<file path="config.mk">
export PLATFORM = sky130hd
export DESIGN_NAME = serial_transmitter
export DESIGN_NICKNAME = d
export VERILOG_FILES = /design/src/rtl/serial_transmitter.sv
export SDC_FILE = /design/constraint.sdc
export NUM_CORES = 1
export LEC_CHECK = 0
export CAP_MARGIN = 20
export CORE_MARGIN = 5
export CORE_UTILIZATION = 40
export DETAILED_ROUTE_END_ITERATION = 8
export GPL_TIMING_DRIVEN = 0
export PLACE_DENSITY = 0.61
export SYNTH_ARGS = -nofsm -noshare
export SYNTH_HDL_FRONTEND = slang
export SYNTH_SLANG_ARGS = --single-unit
</file>
<file path="constraint.sdc">
create_clock -name clock -period 2.1 [get_ports clock]
set_clock_uncertainty 0.2 [all_clocks]
set_input_delay 0.63 -clock clock [delete_from_list [all_inputs] [get_ports clock]]
set_output_delay 0.63 -clock clock [all_outputs]
set_load 0.05 [all_outputs]
</file>
<file path="src/rtl/serial_transmitter.sv">
// Parallel-in, serial-out transmitter: accepts a word on valid/ready and sends it LSB-first with a per-bit shift strobe.
// Optional even-parity trailer bit is enabled by defining SERIAL_TRANSMITTER_PARITY_EN.
module serial_transmitter #(
  parameter int bitwidth   = 16,
  parameter int bit_cycles = 1
) (
  input  logic                clock,
  input  logic                clear,
  input  logic [bitwidth-1:0] data_in,
  input  logic                data_valid,
  output logic                data_ready,
  output logic                serial_out,
  output logic                shift_out,
  output logic                busy,
  output logic                frame_done
);

  localparam int BCW = $clog2(bitwidth + 1);
  localparam int DCW = $clog2(bit_cycles + 1);
  localparam logic [BCW-1:0] BIT_LAST = BCW'(bitwidth - 1);
  localparam logic [BCW-1:0] BIT_ONE  = BCW'(1);
  localparam logic [DCW-1:0] DIV_LAST = DCW'(bit_cycles - 1);
  localparam logic [DCW-1:0] DIV_ONE  = DCW'(1);

  typedef enum logic [1:0] {
    ST_IDLE   = 2'd0,
    ST_SHIFT  = 2'd1,
`ifdef SERIAL_TRANSMITTER_PARITY_EN
    ST_PARITY = 2'd2,
`endif
    ST_DONE   = 2'd3
  } state_t;

  state_t                state_r, state_s;
  logic [bitwidth-1:0]   shreg_r, shreg_s;
  logic [BCW-1:0]        bit_cnt_r, bit_cnt_s;
  logic [DCW-1:0]        div_cnt_r, div_cnt_s;
  logic                  out_bit_s, in_frame_s, strobe_s;
  logic                  serial_out_r, shift_out_r, busy_r, frame_done_r, data_ready_r;

`ifdef SERIAL_TRANSMITTER_PARITY_EN
  logic                  parity_r, parity_s;

  function automatic logic even_parity(input logic [bitwidth-1:0] word);
    return ^word;
  endfunction
`endif

  // Next-state and next-output computation; outputs are registered from these values.
  always_comb begin
    state_s   = state_r;
    shreg_s   = shreg_r;
    bit_cnt_s = bit_cnt_r;
    div_cnt_s = div_cnt_r;
`ifdef SERIAL_TRANSMITTER_PARITY_EN
    parity_s  = parity_r;
`endif
    case (state_r)
      ST_IDLE: begin
        if (data_valid && data_ready_r) begin
          state_s   = ST_SHIFT;
          shreg_s   = data_in;
          bit_cnt_s = {BCW{1'b0}};
          div_cnt_s = {DCW{1'b0}};
`ifdef SERIAL_TRANSMITTER_PARITY_EN
          parity_s  = even_parity(data_in);
`endif
        end else begin
          state_s = ST_IDLE;
        end
      end
      ST_SHIFT: begin
        if (div_cnt_r == DIV_LAST) begin
          shreg_s   = {1'b0, shreg_r[bitwidth-1:1]};
          bit_cnt_s = bit_cnt_r + BIT_ONE;
          div_cnt_s = {DCW{1'b0}};
          if (bit_cnt_r == BIT_LAST) begin
`ifdef SERIAL_TRANSMITTER_PARITY_EN
            state_s = ST_PARITY;
`else
            state_s = ST_DONE;
`endif
          end else begin
            state_s = ST_SHIFT;
          end
        end else begin
          div_cnt_s = div_cnt_r + DIV_ONE;
        end
      end
`ifdef SERIAL_TRANSMITTER_PARITY_EN
      ST_PARITY: begin
        if (div_cnt_r == DIV_LAST) begin
          div_cnt_s = {DCW{1'b0}};
          state_s   = ST_DONE;
        end else begin
          div_cnt_s = div_cnt_r + DIV_ONE;
        end
      end
`endif
      ST_DONE: begin
        state_s = ST_IDLE;
      end
      default: begin
        state_s = ST_IDLE;
      end
    endcase

    case (state_s)
      ST_SHIFT:  out_bit_s = shreg_s[0];
`ifdef SERIAL_TRANSMITTER_PARITY_EN
      ST_PARITY: out_bit_s = parity_s;
`endif
      default:   out_bit_s = 1'b0;
    endcase

`ifdef SERIAL_TRANSMITTER_PARITY_EN
    in_frame_s = (state_s == ST_SHIFT) || (state_s == ST_PARITY);
`else
    in_frame_s = (state_s == ST_SHIFT);
`endif
    strobe_s = in_frame_s && (div_cnt_s == DIV_LAST);
  end

  // State, datapath and registered outputs; clear abandons any frame in flight.
  always_ff @(posedge clock or posedge clear) begin
    if (clear) begin
      state_r      <= ST_IDLE;
      shreg_r      <= {bitwidth{1'b0}};
      bit_cnt_r    <= {BCW{1'b0}};
      div_cnt_r    <= {DCW{1'b0}};
`ifdef SERIAL_TRANSMITTER_PARITY_EN
      parity_r     <= 1'b0;
`endif
      serial_out_r <= 1'b0;
      shift_out_r  <= 1'b0;
      busy_r       <= 1'b0;
      frame_done_r <= 1'b0;
      data_ready_r <= 1'b1;
    end else begin
      state_r      <= state_s;
      shreg_r      <= shreg_s;
      bit_cnt_r    <= bit_cnt_s;
      div_cnt_r    <= div_cnt_s;
`ifdef SERIAL_TRANSMITTER_PARITY_EN
      parity_r     <= parity_s;
`endif
      serial_out_r <= out_bit_s;
      shift_out_r  <= strobe_s;
      busy_r       <= in_frame_s;
      frame_done_r <= (state_s == ST_DONE);
      data_ready_r <= (state_s == ST_IDLE);
    end
  end

  assign data_ready = data_ready_r;
  assign serial_out = serial_out_r;
  assign shift_out  = shift_out_r;
  assign busy       = busy_r;
  assign frame_done = frame_done_r;

endmodule

</file>
==> out/metrics.yaml, run 1 <==
timing_worst_setup_path_type: "reg2out"
antenna_found_initial: 0
overflow: 0
numCtsBuffers: 5
ys.flop_type: "dfrtp_1"
ios: 24
cts.path.max_buffers: 2
ys_seq_elements: 29
ys_types: 26
rsz0062_at_grt: "no"
finalCritPeriodShare_pct: 97.4
grt_pass1_vias: 885
cts.sinks: 29
setup_viol: 0
clkPwrFrac_pct: 16.4
p_switching_w: 0.000724
hold_violations: 0
postSynthCellCount: 96
cts_tree: "done"
grt_max_degree: 30
crit_chain: "clkdlybuf4s15_2"
clk_pin_slew_ps: 80
power.leakage_nw: 0.847
dieArea_um2: 4290
switching_share_pct: 36.0
vias_per_cell: 5.44
crit_family: "flip-flops"
synth_enable_flop_cells: 0
fp.coreArea_um2: 3000
die_height_um: 65.5
cap_violations: 0
synthesis.nets: 117
grt_usage_pct: 12.7
num_antenna_cells: 0
initial_core_util_pct: 41.1
clockRootBuffer: "clkbuf_4"
ant_nets: 0
end_kind: "primary output"
cp.required_ps: 1270
rows: 20
tns_ps: 0
utilization_pct: 52.8
syn_avg_cell_area_um2: 12.9
yosysTopAreaCell: "dfrtp_1"
netlist_area_um2: 1230
synth_area_leaders: "dfrtp_1, a22o_1, a21o_1, dfstp_2, ha_1"
total_power_w: 0.00201
p_per_area_nw_per_um2: 1270
cts_hold_buf: 0
holdWs_ps: 280
hpwlAfterDp_um: 1660
pwr-share-comb_pct: 40.4
firstDrtPassIters: 4
vias: 882
dp_cells: 152
critPathMaxFanout: 3
die_w_um: 65.5
slowest_delay_ps: 540
critPathArrivalTime_ps: 1220
async_reset_ff_share_pct: 100
startpoint_type: "flop"
drcViolationCount: 0
intPower_w: 0.00129
slowest_stage: "dfstp_2"
area_growth_pct: 28.6
hp-class: "reg2reg"
place.gp.congestion: 0.767
power_frac_seq_pct: 43.2
yosysMostFrequentCell: "dfrtp_1"
instances_no_fill: 162
io_buffer_count: 23
ys_seq_area_share_pct: 58.9
crit_buf_inv: 1
wirelength_um: 2330
wl_per_cell_um: 14.4
ir_worst_vdd_uv: 383
clock.fmax_mhz: 489
worstMarginPinSlew_ps: 570
slew-limit-headroom_pct: 62.0
status: "completed"
grt_pass1_wl_um: 4060
layout-drive-gt1-share_pct: 15.5
dr.first_iter.drc_count: 27
htree_levels: 2
yosysWarnings: 0
final_nets: 150
synth_top_area_share_pct: 56.8
layout_min_cycle_time_ps: 2050
insertion_delay_ps: 310
ys_top_cells_by_count: "dfrtp_1, a22o_1, a21o_1, inv_1"
slew_violations: 0
[registers in the layout (all words and copies together), names as in the netlist]
| register | flops |
|---|---|
| frame_done | 1 |
| shreg_r | 16 |
| div_cnt_r | 1 |
| busy | 1 |
| serial_out | 1 |
| bit_cnt_r | 5 |
| shift_out | 1 |
| data_ready | 1 |
| state_r | 2 |
[stage by stage]
step                      setup WS, ps  instance area, um2
after floorplan                    194                1230
after global placement            -267                1510
after detailed placement          -282                1510
after CTS                         35.1                1560
after global routing              3.68                1590
final                             54.5                1590
[path summary, 6_finish.rpt]
check / endpoint / from / cells past startpoint / slack, ps
min: shreg_r[8]$_DFFE_PP0P_ / shreg_r[8]$_DFFE_PP0P_ / 1 / 280
min reg2reg: shreg_r[8]$_DFFE_PP0P_ / shreg_r[8]$_DFFE_PP0P_ / 1 / 280
max: data_ready / data_ready$_DFF_PP1_ / 1 / 50
min in group asynchronous: shreg_r[3]$_DFFE_PP0P_ / clear / 2 / 460
max reg2reg: serial_out$_DFF_PP0_ / bit_cnt_r[0]$_DFFE_PP0P_ / 5 / 310
max in group asynchronous: bit_cnt_r[4]$_DFFE_PP0P_ / clear / 3 / 730
[layout by cell type (no fill, tap or decap), types with 2 or more instances in the layout]
master           synthesis  final
mux2_2                   2      2
buf_4                    2      4
nor2_1                   3      3
a311oi_1                 2      2
dlygate4sd2_1            0      4
clkbuf_4                 0      5
dfrtp_1                 28     28
ha_1                     2      2
inv_1                    5      5
and2_1                   2      2
clkdlybuf4s50_1          0     18
buf_2                    3      3
a22o_1                  17     17
a21oi_1                  2      2
a21o_1                  14     14
[power by group through the flow]
| stage | registers [W] | logic, W | clock network [W] |
|---|---|---|---|
| 6_report | 0.000869 | 0.000813 | 0.000330 |
| 5_1_grt | 0.000897 | 0.000910 | 0.000367 |
| 4_1_cts | 0.000870 | 0.000819 | 0.000344 |
| 3_5_place_dp | 0.000880 | 0.000838 | 0 |
| 3_3_place_gp | 0.000873 | 0.000817 | 0 |
| 2_1_floorplan | 0.000964 | 0.000513 | 0 |
[metal layers]
metal	wire (um)	global-route usage, %	share of wire [%]	vias to the layer above
li1	-	-	-	424
met1	1080	15.2	46	435
met2	1100	20.2	47	21
met3	134	5.64	5.7	2
met4	13	4.66	0.56	0
met5	0	0	0	-
[cell families (layout without fill, tap and decap cells)]
logic type / count (synthesis) / count (layout) / synth area share, %
AO/OA/AOI/OAI: 39 / 39 / 25.4
adder cells (fa/ha/maj): 2 / 2 / 2.03
flip-flops: 29 / 29 / 58.9
buffers and inverters: 10 / 43 / 3.95
multiplexers: 2 / 2 / 1.83
AND/OR/NAND/NOR: 14 / 14 / 7.91
[timing repair]
item,CTS,global route
endpoints found under the setup margin,5,2
resized for setup,7,0
buffers inserted,0,2
pin swaps,0,0
[layout make-up]
| class | instances | area (um2) |
|---|---|---|
| multi-input combinational | 57 | 458 |
| clock buffer | 7 | 55.1 |
| tap | 33 | 41.3 |
| timing repair buffer | 26 | 256 |
| sequential | 29 | 727 |
| inverter | 5 | 18.8 |
| fill | 294 | 1420 |
| buffer | 5 | 30.0 |
Power figures use the tool's default switching activity.
==> run 2: changes to the inputs <==
Settings changed: SETUP_SLACK_MARGIN set to 0.02.
==> run 2 against run 1 <==
  * Sequential power hardly changed
  * Register-to-register slack hardly changed
  * First-iteration DRC count stayed put
  * Wire length hardly changed
  * Non-clock buffer count stayed put
  * Largest power group unchanged
==> out/metrics.yaml, run 2 (synthesis results as in run 1) <==
ff2ff_setup_slack_ps: 310
final_cell_mix: "dfrtp_1, clkdlybuf4s50_1, a22o_1, a21o_1"
dieArea_um2: 4290
clock.fmax_mhz: 502
insertion_delay_ps: 310
power.leakage_nw: 0.848
cap_violations: 0
firstDrtPassIters: 4
crit_buf_inv: 1
htree_levels: 2
ant_nets: 0
worstMarginPinSlew_ps: 570
place.gp.congestion: 0.767
antenna_found_initial: 0
num_antenna_cells: 0
layout_min_cycle_time_ps: 1990
clk_pin_slew_ps: 80
slowest_stage: "dlygate4sd2_1"
vias_per_cell: 5.44
cts_tree: "done"
drcViolationCount: 0
cp.required_ps: 1270
largest_register_ffs: 16
layout-drive-gt1-share_pct: 15.5
final_nets: 150
place_area_um2: 1510
dr.first_iter.drc_count: 27
clockRootBuffer: "clkbuf_4"
timing_worst_setup_path_type: "reg2out"
crit_chain: "dlygate4sd2_1"
cts_hold_buf: 0
numCtsBuffers: 5
status: "completed"
setup_viol: 0
wirelength_um: 2330
slew_violations: 0
grt_pass1_wl_um: 4060
wl_per_cell_um: 14.4
hp-class: "reg2reg"
rsz0062_at_grt: "no"
io_buffer_count: 23
crit_family: "buffers and inverters"
critPathArrivalTime_ps: 1160
slowest_delay_ps: 520
grt_pass1_vias: 885
die_w_um: 65.5
vias: 882
end_kind: "primary output"
fp.coreArea_um2: 3000
finish.instance_area_um2: 1580
finalCritPeriodShare_pct: 94.8
grt_max_degree: 30
hold_violations: 0
n_fill_cell: 296
slew-limit-headroom_pct: 62.0
tns_ps: 0
cts.sinks: 29
ff_latch_area_um2: 727
reg_top3: "shreg_r x16, bit_cnt_r x5, state_r x2"
initial_core_util_pct: 41.1
startpoint_type: "flop"
final_common_cell: "dfrtp_1"
total_power_w: 0.00201
ir_worst_vdd_uv: 383
p_per_area_nw_per_um2: 1270
cts.path.max_buffers: 2
grt_usage_pct: 12.7
die_height_um: 65.5
rows: 20
area_growth_pct: 28.1
hpwlAfterDp_um: 1660
overflow: 0
ios: 24
multi_input_area_um2: 458
top_register: "shreg_r"
critPathMaxFanout: 1
==> run 2: changes by cell type in the layout (fill, tap and decap cells not counted), sizes merged <==
cell           before  now
clkdlybuf4s15       1    0
buf                 8    9
==> run 2: routing by layer <==
| metal | GRT usage [%] | up-vias | wire length [um] |
|---|---|---|---|
| met2 | 20.2 | 21 | 1100 |
| met4 | 4.66 | 0 | 13 |
| met5 | 0 | - | 0 |
| li1 | - | 424 | - |
| met3 | 5.64 | 2 | 137 |
| met1 | 15.2 | 435 | 1080 |
==> run 2: worst paths after layout <==
kind,depth (start not counted),from,to
setup reg to reg,5,bit_cnt_r[0]$_DFFE_PP0P_,serial_out$_DFF_PP0_
max in group asynchronous,3,clear,bit_cnt_r[4]$_DFFE_PP0P_
min in group asynchronous,2,clear,shreg_r[3]$_DFFE_PP0P_
hold reg to reg,1,shreg_r[8]$_DFFE_PP0P_,shreg_r[8]$_DFFE_PP0P_
hold / removal,1,shreg_r[8]$_DFFE_PP0P_,shreg_r[8]$_DFFE_PP0P_
setup / recovery,1,serial_out$_DFF_PP0_,serial_out
==> run 2: repair_timing <==
item,4_1_cts,5_1_grt
resized for setup,7,2
buffers inserted,0,2
setup endpoints to repair,5,10
pin swaps,0,0
==> run 2: power breakdown <==
group	internal [W]	total, W	switching, W	leakage, nW
registers	0.000754	0.000868	0.000114	0.375
clock network	0.000158	0.000330	0.000172	0.0314
logic	0.000369	0.000808	0.000438	0.442
==> run 2: per-stage QoR <==
stage / std cells / hold slack [ps] / setup slack (ps) / utilization, %
6_report: 162 / 280 / 109 / 52.6
5_1_grt: 162 / 298 / 27.7 / 52.6
4_1_cts: 159 / 285 / 35.1 / 51.8
3_5_place_dp: 152 / 266 / -282 / 50.1
3_3_place_gp: 152 / 258 / -267 / 50.1
2_1_floorplan: 96 / 250 / 194 / -
==> run 2: layout make-up <==
type / instances / share of cell area [%]
flip-flops and latches: 29 / 46.0
multi-input cells: 57 / 29.0
repair buffers: 26 / 15.8
clock buffers: 7 / 3.48
well taps: 33 / 2.61
plain buffers: 5 / 1.90
inverters: 5 / 1.19
==> run 3: changes to the inputs <==
Settings changed: ABC_CLOCK_PERIOD_IN_PS set to 2100.
==> results of run 3 <==
Final layout, timing and power as in run 2 (identical DEF).
